**src/rtl/spi_adc_slave.sv**
```systemverilog
// SPI mode-0 slave: returns the latest ADC sample MSB first on MISO and captures
// a 16-bit LSB-first MOSI word. All SPI inputs are oversampled in the CLK_IN domain.
module spi_adc_slave #(
   parameter int SAMPLE_W    = 12,
   parameter int SYNC_STAGES = 2
) (
   input  logic                CLK_IN,
   input  logic                XRES_IN,
   input  logic [SAMPLE_W-1:0] adc_data,
   input  logic                adc_valid,
   input  logic                SCLK,
   input  logic                SS,
   input  logic                MOSI,
   output logic                MISO,
   output logic [15:0]         rx_data,
   output logic                rx_valid,
   output logic                frame_err,
   output logic                busy
);

   typedef enum logic [1:0] {IDLE, SHIFT, WAIT_SS_HIGH} state_t;

   localparam int FILL_W = $clog2(SYNC_STAGES + 1);

   state_t                 state, state_nxt;
   logic [SYNC_STAGES-1:0] sclk_sync, ss_sync, mosi_sync;
   logic [FILL_W-1:0]      fill_cnt;
   logic                   sync_full;
   logic                   sclk_rise, sclk_fall, ss_rise, ss_fall, mosi_bit;
   logic                   start_frame;
   logic [SAMPLE_W-1:0]    sample;
   logic [15:0]            tx_sr, rx_sr;
   logic [4:0]             bit_cnt;
   logic                   overrun, seen_rise;

   // NOTE: every clocked process uses non-blocking assignments so all flops
   // sample pre-edge values and simulation order between processes never matters.
   always_ff @(posedge CLK_IN or negedge XRES_IN) begin
      if (!XRES_IN) begin
         sclk_sync <= '0;
         ss_sync   <= '1;
         mosi_sync <= '0;
         fill_cnt  <= '0;
      end else begin
         sclk_sync <= {sclk_sync[SYNC_STAGES-2:0], SCLK};
         ss_sync   <= {ss_sync[SYNC_STAGES-2:0], SS};
         mosi_sync <= {mosi_sync[SYNC_STAGES-2:0], MOSI};
         if (!sync_full) fill_cnt <= fill_cnt + 1'b1;
      end
   end

   // Reset values of the SS chain are not real samples; leaving WAIT_SS_HIGH
   // needs a pipeline refilled with a genuinely high SS.
   assign sync_full = (fill_cnt == FILL_W'(SYNC_STAGES));
   assign sclk_rise = sclk_sync[SYNC_STAGES-2] & ~sclk_sync[SYNC_STAGES-1];
   assign sclk_fall = ~sclk_sync[SYNC_STAGES-2] & sclk_sync[SYNC_STAGES-1];
   assign ss_rise   = ss_sync[SYNC_STAGES-2] & ~ss_sync[SYNC_STAGES-1];
   assign ss_fall   = ~ss_sync[SYNC_STAGES-2] & ss_sync[SYNC_STAGES-1];
   assign mosi_bit  = mosi_sync[SYNC_STAGES-2];

   always_ff @(posedge CLK_IN or negedge XRES_IN) begin
      if (!XRES_IN) state <= WAIT_SS_HIGH;
      else          state <= state_nxt;
   end

   // NOTE: the default assignment ahead of the case keeps this block free of latches.
   always_comb begin
      state_nxt = state;
      unique case (state)
         WAIT_SS_HIGH: if (sync_full && (&ss_sync)) state_nxt = IDLE;
         IDLE:         if (ss_fall) state_nxt = SHIFT;
         SHIFT:        if (ss_rise) state_nxt = IDLE;
         default:      state_nxt = WAIT_SS_HIGH;
      endcase
   end

   always_comb begin
      busy = (state == SHIFT);
      MISO = (state == SHIFT) ? tx_sr[15] : 1'b0;
   end

   assign start_frame = (state == IDLE) && ss_fall;

   always_ff @(posedge CLK_IN or negedge XRES_IN) begin
      if (!XRES_IN) begin
         sample    <= '0;
         tx_sr     <= '0;
         rx_sr     <= '0;
         bit_cnt   <= '0;
         overrun   <= 1'b0;
         seen_rise <= 1'b0;
         rx_data   <= '0;
         rx_valid  <= 1'b0;
         frame_err <= 1'b0;
      end else begin
         rx_valid  <= 1'b0;
         frame_err <= 1'b0;
         if (adc_valid) sample <= adc_data;
         if (start_frame) begin
            // A strobe coinciding with SS fall must reach this frame directly.
            tx_sr     <= 16'(adc_valid ? adc_data : sample);
            rx_sr     <= '0;
            bit_cnt   <= '0;
            overrun   <= 1'b0;
            seen_rise <= 1'b0;
         end else if (state == SHIFT) begin
            if (sclk_rise) begin
               seen_rise <= 1'b1;
               if (bit_cnt == 5'd16) begin
                  overrun <= 1'b1;
               end else begin
                  rx_sr[bit_cnt[3:0]] <= mosi_bit;
                  bit_cnt             <= bit_cnt + 5'd1;
               end
            end
            if (sclk_fall && seen_rise) tx_sr <= {tx_sr[14:0], 1'b0};
            if (ss_rise) begin
               if (bit_cnt == 5'd16 && !overrun) begin
                  rx_data  <= rx_sr;
                  rx_valid <= 1'b1;
               end else begin
                  frame_err <= 1'b1;
               end
            end
         end
      end
   end

endmodule

```
**config.mk**
```make
export PLATFORM = sky130hd
export DESIGN_NAME = spi_adc_slave
export DESIGN_NICKNAME = d
export VERILOG_FILES = /design/src/rtl/spi_adc_slave.sv
export SDC_FILE = /design/constraint.sdc
export NUM_CORES = 1
export LEC_CHECK = 0
export CAP_MARGIN = 30
export CORE_ASPECT_RATIO = 1.4
export CORE_MARGIN = 1
export CORE_UTILIZATION = 35
export DETAILED_ROUTE_END_ITERATION = 8
export HOLD_SLACK_MARGIN = 0.06
export PLACE_DENSITY = 0.53
export SLEW_MARGIN = 20
export SYNTH_ARGS = -nofsm -noshare
export SYNTH_HDL_FRONTEND = slang
export SYNTH_SLANG_ARGS = --single-unit
```
**constraint.sdc**
```tcl
create_clock -name CLK_IN -period 4.05 [get_ports CLK_IN]
set_clock_uncertainty 0.1 [all_clocks]
set_input_delay 0.405 -clock CLK_IN [delete_from_list [all_inputs] [get_ports CLK_IN]]
set_output_delay 0.405 -clock CLK_IN [all_outputs]
set_load 0.01 [all_outputs]
```
Yosys cells after proc, flatten, opt, wreduce, memory -nomap -nowiden
Cells that the tools add are included.
{"block": "op_classes", "n_lt_le_gt_ge": 2, "bitwise_logic": 9, "mux": 35, "n_eq_ne": 8, "reduce_logical": 18, "add_sub_neg": 2}
{"op": "2-to-1 mux 16 bit", "n": 7}
{"op": "2-to-1 mux 5 bit", "n": 4}
{"op": "2-to-1 mux 1 bit", "n": 17}
{"op": "bitwise mux 16 bit", "n": 1}
{"op": "2-to-1 mux 12 bit", "n": 1}
{"op": "AND reduction 3 bit", "n": 3}
{"op": "nonzero test 2 bit", "n": 4}
{"op": "2-to-1 mux 2 bit", "n": 3}
{"op": "!= test 2 bit, second input constant", "n": 3}
{"op": "one-hot mux 2 bit (3 select lines)", "n": 1}
{"op": "AND reduction 2 bit", "n": 3}
{"op": "adder 5 x 1 -> 5 bit, second input constant", "n": 1}
{"op": "equality test 5 bit, second input constant", "n": 1}
{"op": "logical AND 1 bit", "n": 5}
{"op": "less-than comparator 4 x 5 -> 1 bit, second input constant", "n": 1}
{"op": "inverter 1 bit", "n": 5}
{"op": "AND 1 bit", "n": 4}
{"op": "demux 1 bit (select 4 bit)", "n": 1}
{"op": "equality test 2 bit, second input constant", "n": 2}
{"op": "greater-or-equal comparator 4 x 1 -> 1 bit, second input constant", "n": 1}
{"op": "AND reduction 4 bit", "n": 1}
{"op": "adder 2 x 1 -> 2 bit, second input constant", "n": 1}
{"op": "equality test 2 x 1 -> 1 bit, second input constant", "n": 1}
{"op": "logical NOT 2 bit", "n": 1}
{"op": "2 further kinds", "n": 2}
{"block": "word_totals", "ff_bits": 78, "elab_cells": 88}

Depth between registers and ports, before layout
{"block": "depth", "word_depth": 9, "ltp_mapped": 6}

Worst setup path before layout
OpenSTA, ideal clock, no wires.
{"block": "synth_timing", "kind": "reg2reg", "start": "register bit_cnt[0]", "end": "register rx_data[0]", "setup_ns": 0.125, "arrival_ns": 1.904, "slack_ns": 1.921, "path_stages_with_launch": 7, "required_time_ns": 3.825, "n_path_buf": 1, "path_cell_list": "dfrtp_1 inv_1 ha_1 nand4bb_4 nor4_4 buf_6 mux2_2"}
{"block": "synth_via", "elab_chain_len": 3}
{"item": "from (decl)", "line": "33", "text": "logic [4:0] bit_cnt;"}
{"item": "from (signal assigned)", "line": "113", "text": "bit_cnt <= bit_cnt + 5'd1;"}
{"item": "equality test 5 bit", "line": "118", "text": "if (bit_cnt == 5'd16 && !overrun) begin"}
{"item": "logical AND 1 bit", "line": "118"}
{"item": "AND reduction 4 bit (no line)"}
{"item": "to (signal assigned)", "line": "119", "text": "rx_data <= rx_sr;"}
{"item": "to (decl)", "line": "15", "text": "output logic [15:0] rx_data,"}
Every way passes these cells.
A chain may end at the register's enable or synchronous reset.

Final worst setup path
{"block": "layout_timing", "start": "register bit_cnt[0]", "end": "register rx_data[10]"}
Same word-level chain as after synthesis.

==> impl_metrics.ini <==
[placed_design]
place_inst = 427
gp_congestion = 0.807
portBuffers = 37
hpwl_mm = 4.41
placed_area_mm2 = 0.00388

[worst_setup_path]
ff2ff_setup_slack_ps = 1530
slowest_delay_ps = 560
worstReg2RegStart = bit_cnt[0]
critical_path_depth = 6
worstPathArrival_ps = 2630
crit_fanout = 10
rr_endpoint = rx_data[10]
startpoint = bit_cnt[0]
cp.required_ps = 4170
worstPathCellList = inv_1, ha_1, nand4bb_4, nor4_4, buf_4, mux2_2
cp_num_buf_inv = 2
critical_path_class = register to register
crit_end = rx_data[10]
crit_path_start_kind = register
reg2regPathDepth = 6
cp_top_family = simple AND/OR/NAND/NOR gates
end_kind = register
cpMaxStageDelayCell = nor4_4

[floorplan]
num_io_pins = 38
die_area_mm2 = 0.0101
start_util = 0.360
die_height_um = 119
rows = 42
core_area_mm2 = 0.00946
die_x_um = 85.3

[drt]
wire_per_inst_um = 15.2
viasPerCell = 5.29
first_iter_violations = 116
drtAntennaViolNets = 0
vias = 2349
drcViolationCount = 0
finalWirelength_mm = 6.76
dr.pass1.iters = 5

[timing]
maxSlewViolCount = 0
max_slew_margin = 0.576
period_minus_slack_ps = 2520
hold_viol = 0
setup_viol = 0
rsz0062_at_grt = false
setup-tns-final_ps = 0
fin_crit_sh = 0.622
tightestPinTransition_ps = 636
timing.hold.ws_ps = 300
max_freq_ghz = 0.397

[cts]
clock-root-buffer = clkbuf_16
clk_path_buf_depth = 2
ctsResizeCount = 0
clk_latency_ps = 340
cts_buffers = 9
cts_tree = done
htree_levels = 3
cts.sinks = 78
clk_pin_slew_worst_paths_ps = 60

[grt]
grt_max_degree = 43
gr-total-overflow = 0
antenna_found_initial = 0
grt_pass1_vias = 2411
track_usage = 0.149
grt_pass1_wl_mm = 11.6

[pwr]
p_per_area_mw_per_mm2 = 473
p_leak_nw = 1.81
peakVddDrop_mv = 0.228

[synth]
ys_types = 37
ys_ff_latch = 78
syn_inst = 295
synth_edf_count = 0
synth_area_per_cell_um2 = 11.5
synth_fp_nets = 318
async_flop_share = 1.00
ys.flop_type = dfrtp_1
synth_area_mm2 = 0.00340
yosys_warnings = 0
ys_seq_area_frac = 0.575

[layout]
layout_common_cells = dfrtp_1, nand2_1, clkdlybuf4s50_1
final_common_cell = dfrtp_1
antenna_cells = 0
areaGrowthSynthToFinish_pct = 23.3
final_cells = 444
final_nets = 352
design_area_mm2 = 0.00420
drive_above_1_share = 0.192

[outcome]
status = complete, no violations

[job]
maxCapViolCount = 0

[hold_path]
hold_class = register to register
## sequential cells by signal, summed over array words and instances, names as in the netlist, 2 cells and up
name	count
bit_cnt	5
fill_cnt	2
rx_data	16
rx_sr	16
sample	12
sclk_sync	2
ss_sync	2
state	2
tx_sr	16
## metal layers
layer	share of wire	vias to the layer above	GRT usage	wire length, um
li1	-	1120	-	-
met1	0.43	1165	0.174	2940
met2	0.51	55	0.250	3420
met3	0.042	9	0.0433	281
met4	0.018	0	0.0677	120
met5	0	-	0	0
## power by group
group          internal [mW]  switching [mW]  total (mW)
clock                  0.484           0.328       0.812
sequential             0.861          0.0660       0.927
combinational          0.111           0.135       0.246
## logic make-up after synthesis
family / Yosys count / synth area share
DFF: 78 / 0.575
adders and majority gates: 5 / 0.0184
xor gates and xnor gates: 1 / 0.00257
AOI/OAI and AO/OA: 50 / 0.0952
muxes: 35 / 0.113
and+or+nand+nor: 102 / 0.166
buffers and inverters: 24 / 0.0298
## metrics by stage
| step | setup WS (ps) | power, mW | utilization |
|---|---|---|---|
| floorplan | 1920 | 1.10 | - |
| finish | 1530 | 1.99 | 0.444 |
| CTS | 1510 | 2.02 | 0.444 |
| global route | 1360 | 2.09 | 0.444 |
| detailed placement | 1520 | 1.19 | 0.410 |
| global placement | 1620 | 1.18 | 0.408 |
## worst register-to-register path, stage by stage, from the launching register on
cell and delay (ps):
dfrtp_1 430, inv_1 130, ha_1 350, nand4bb_4 180, nor4_4 560, buf_4 300
mux2_2 360
## cell usage after synthesis (2+ instances only)
cell	n	area, um2
a21bo_2	5	50.1
inv_1	5	18.8
nand3_1	28	140
and2_1	4	25.0
or3_1	2	12.5
a211oi_1	2	15.0
a21oi_1	17	85.1
nand3b_1	2	15.0
nor4b_1	2	17.5
o211ai_1	11	82.6
nand2_1	36	135
nor2_1	6	22.5
o31ai_1	5	37.5
o21ai_0	9	45.0
mux2_2	28	315
nand4_1	8	50.1
dfstp_2	3	78.8
nand2b_1	2	12.5
buf_2	2	10.0
ha_1	5	62.6
nor2b_1	3	18.8
mux2i_1	7	70.1
nor4bb_1	2	20.0
dfrtp_1	75	1880
clkbuf_1	14	52.6
## repair_timing
action | CTS | global route
hold buffers | 1 | 0
buffers inserted | 0 | 0
hold endpoints to repair | 33 | 0
## cell type report
| cell class | count | area, um2 |
|---|---|---|
| clock buffer | 9 | 225 |
| clock inverter | 7 | 81.3 |
| fill | 906 | 5260 |
| inverter | 5 | 18.8 |
| multi-input combinational | 193 | 1360 |
| sequential | 78 | 1960 |
| tap | 110 | 138 |
| timing repair buffer | 42 | 420 |
## worst min-delay path by stage
stage / startpoint / to / slack (ps) / cells after the start
2_1_floorplan: XRES_IN / bit_cnt[0] / 9 / 0
3_3_place_gp: ss_sync[0] / ss_sync[1] / 300 / 0
3_5_place_dp: ss_sync[0] / ss_sync[1] / 290 / 0
4_1_cts: ss_sync[0] / ss_sync[1] / 300 / 0
5_1_grt: ss_sync[0] / ss_sync[1] / 310 / 0
6_report: ss_sync[0] / ss_sync[1] / 300 / 0
(Power assumes the default switching activity.)
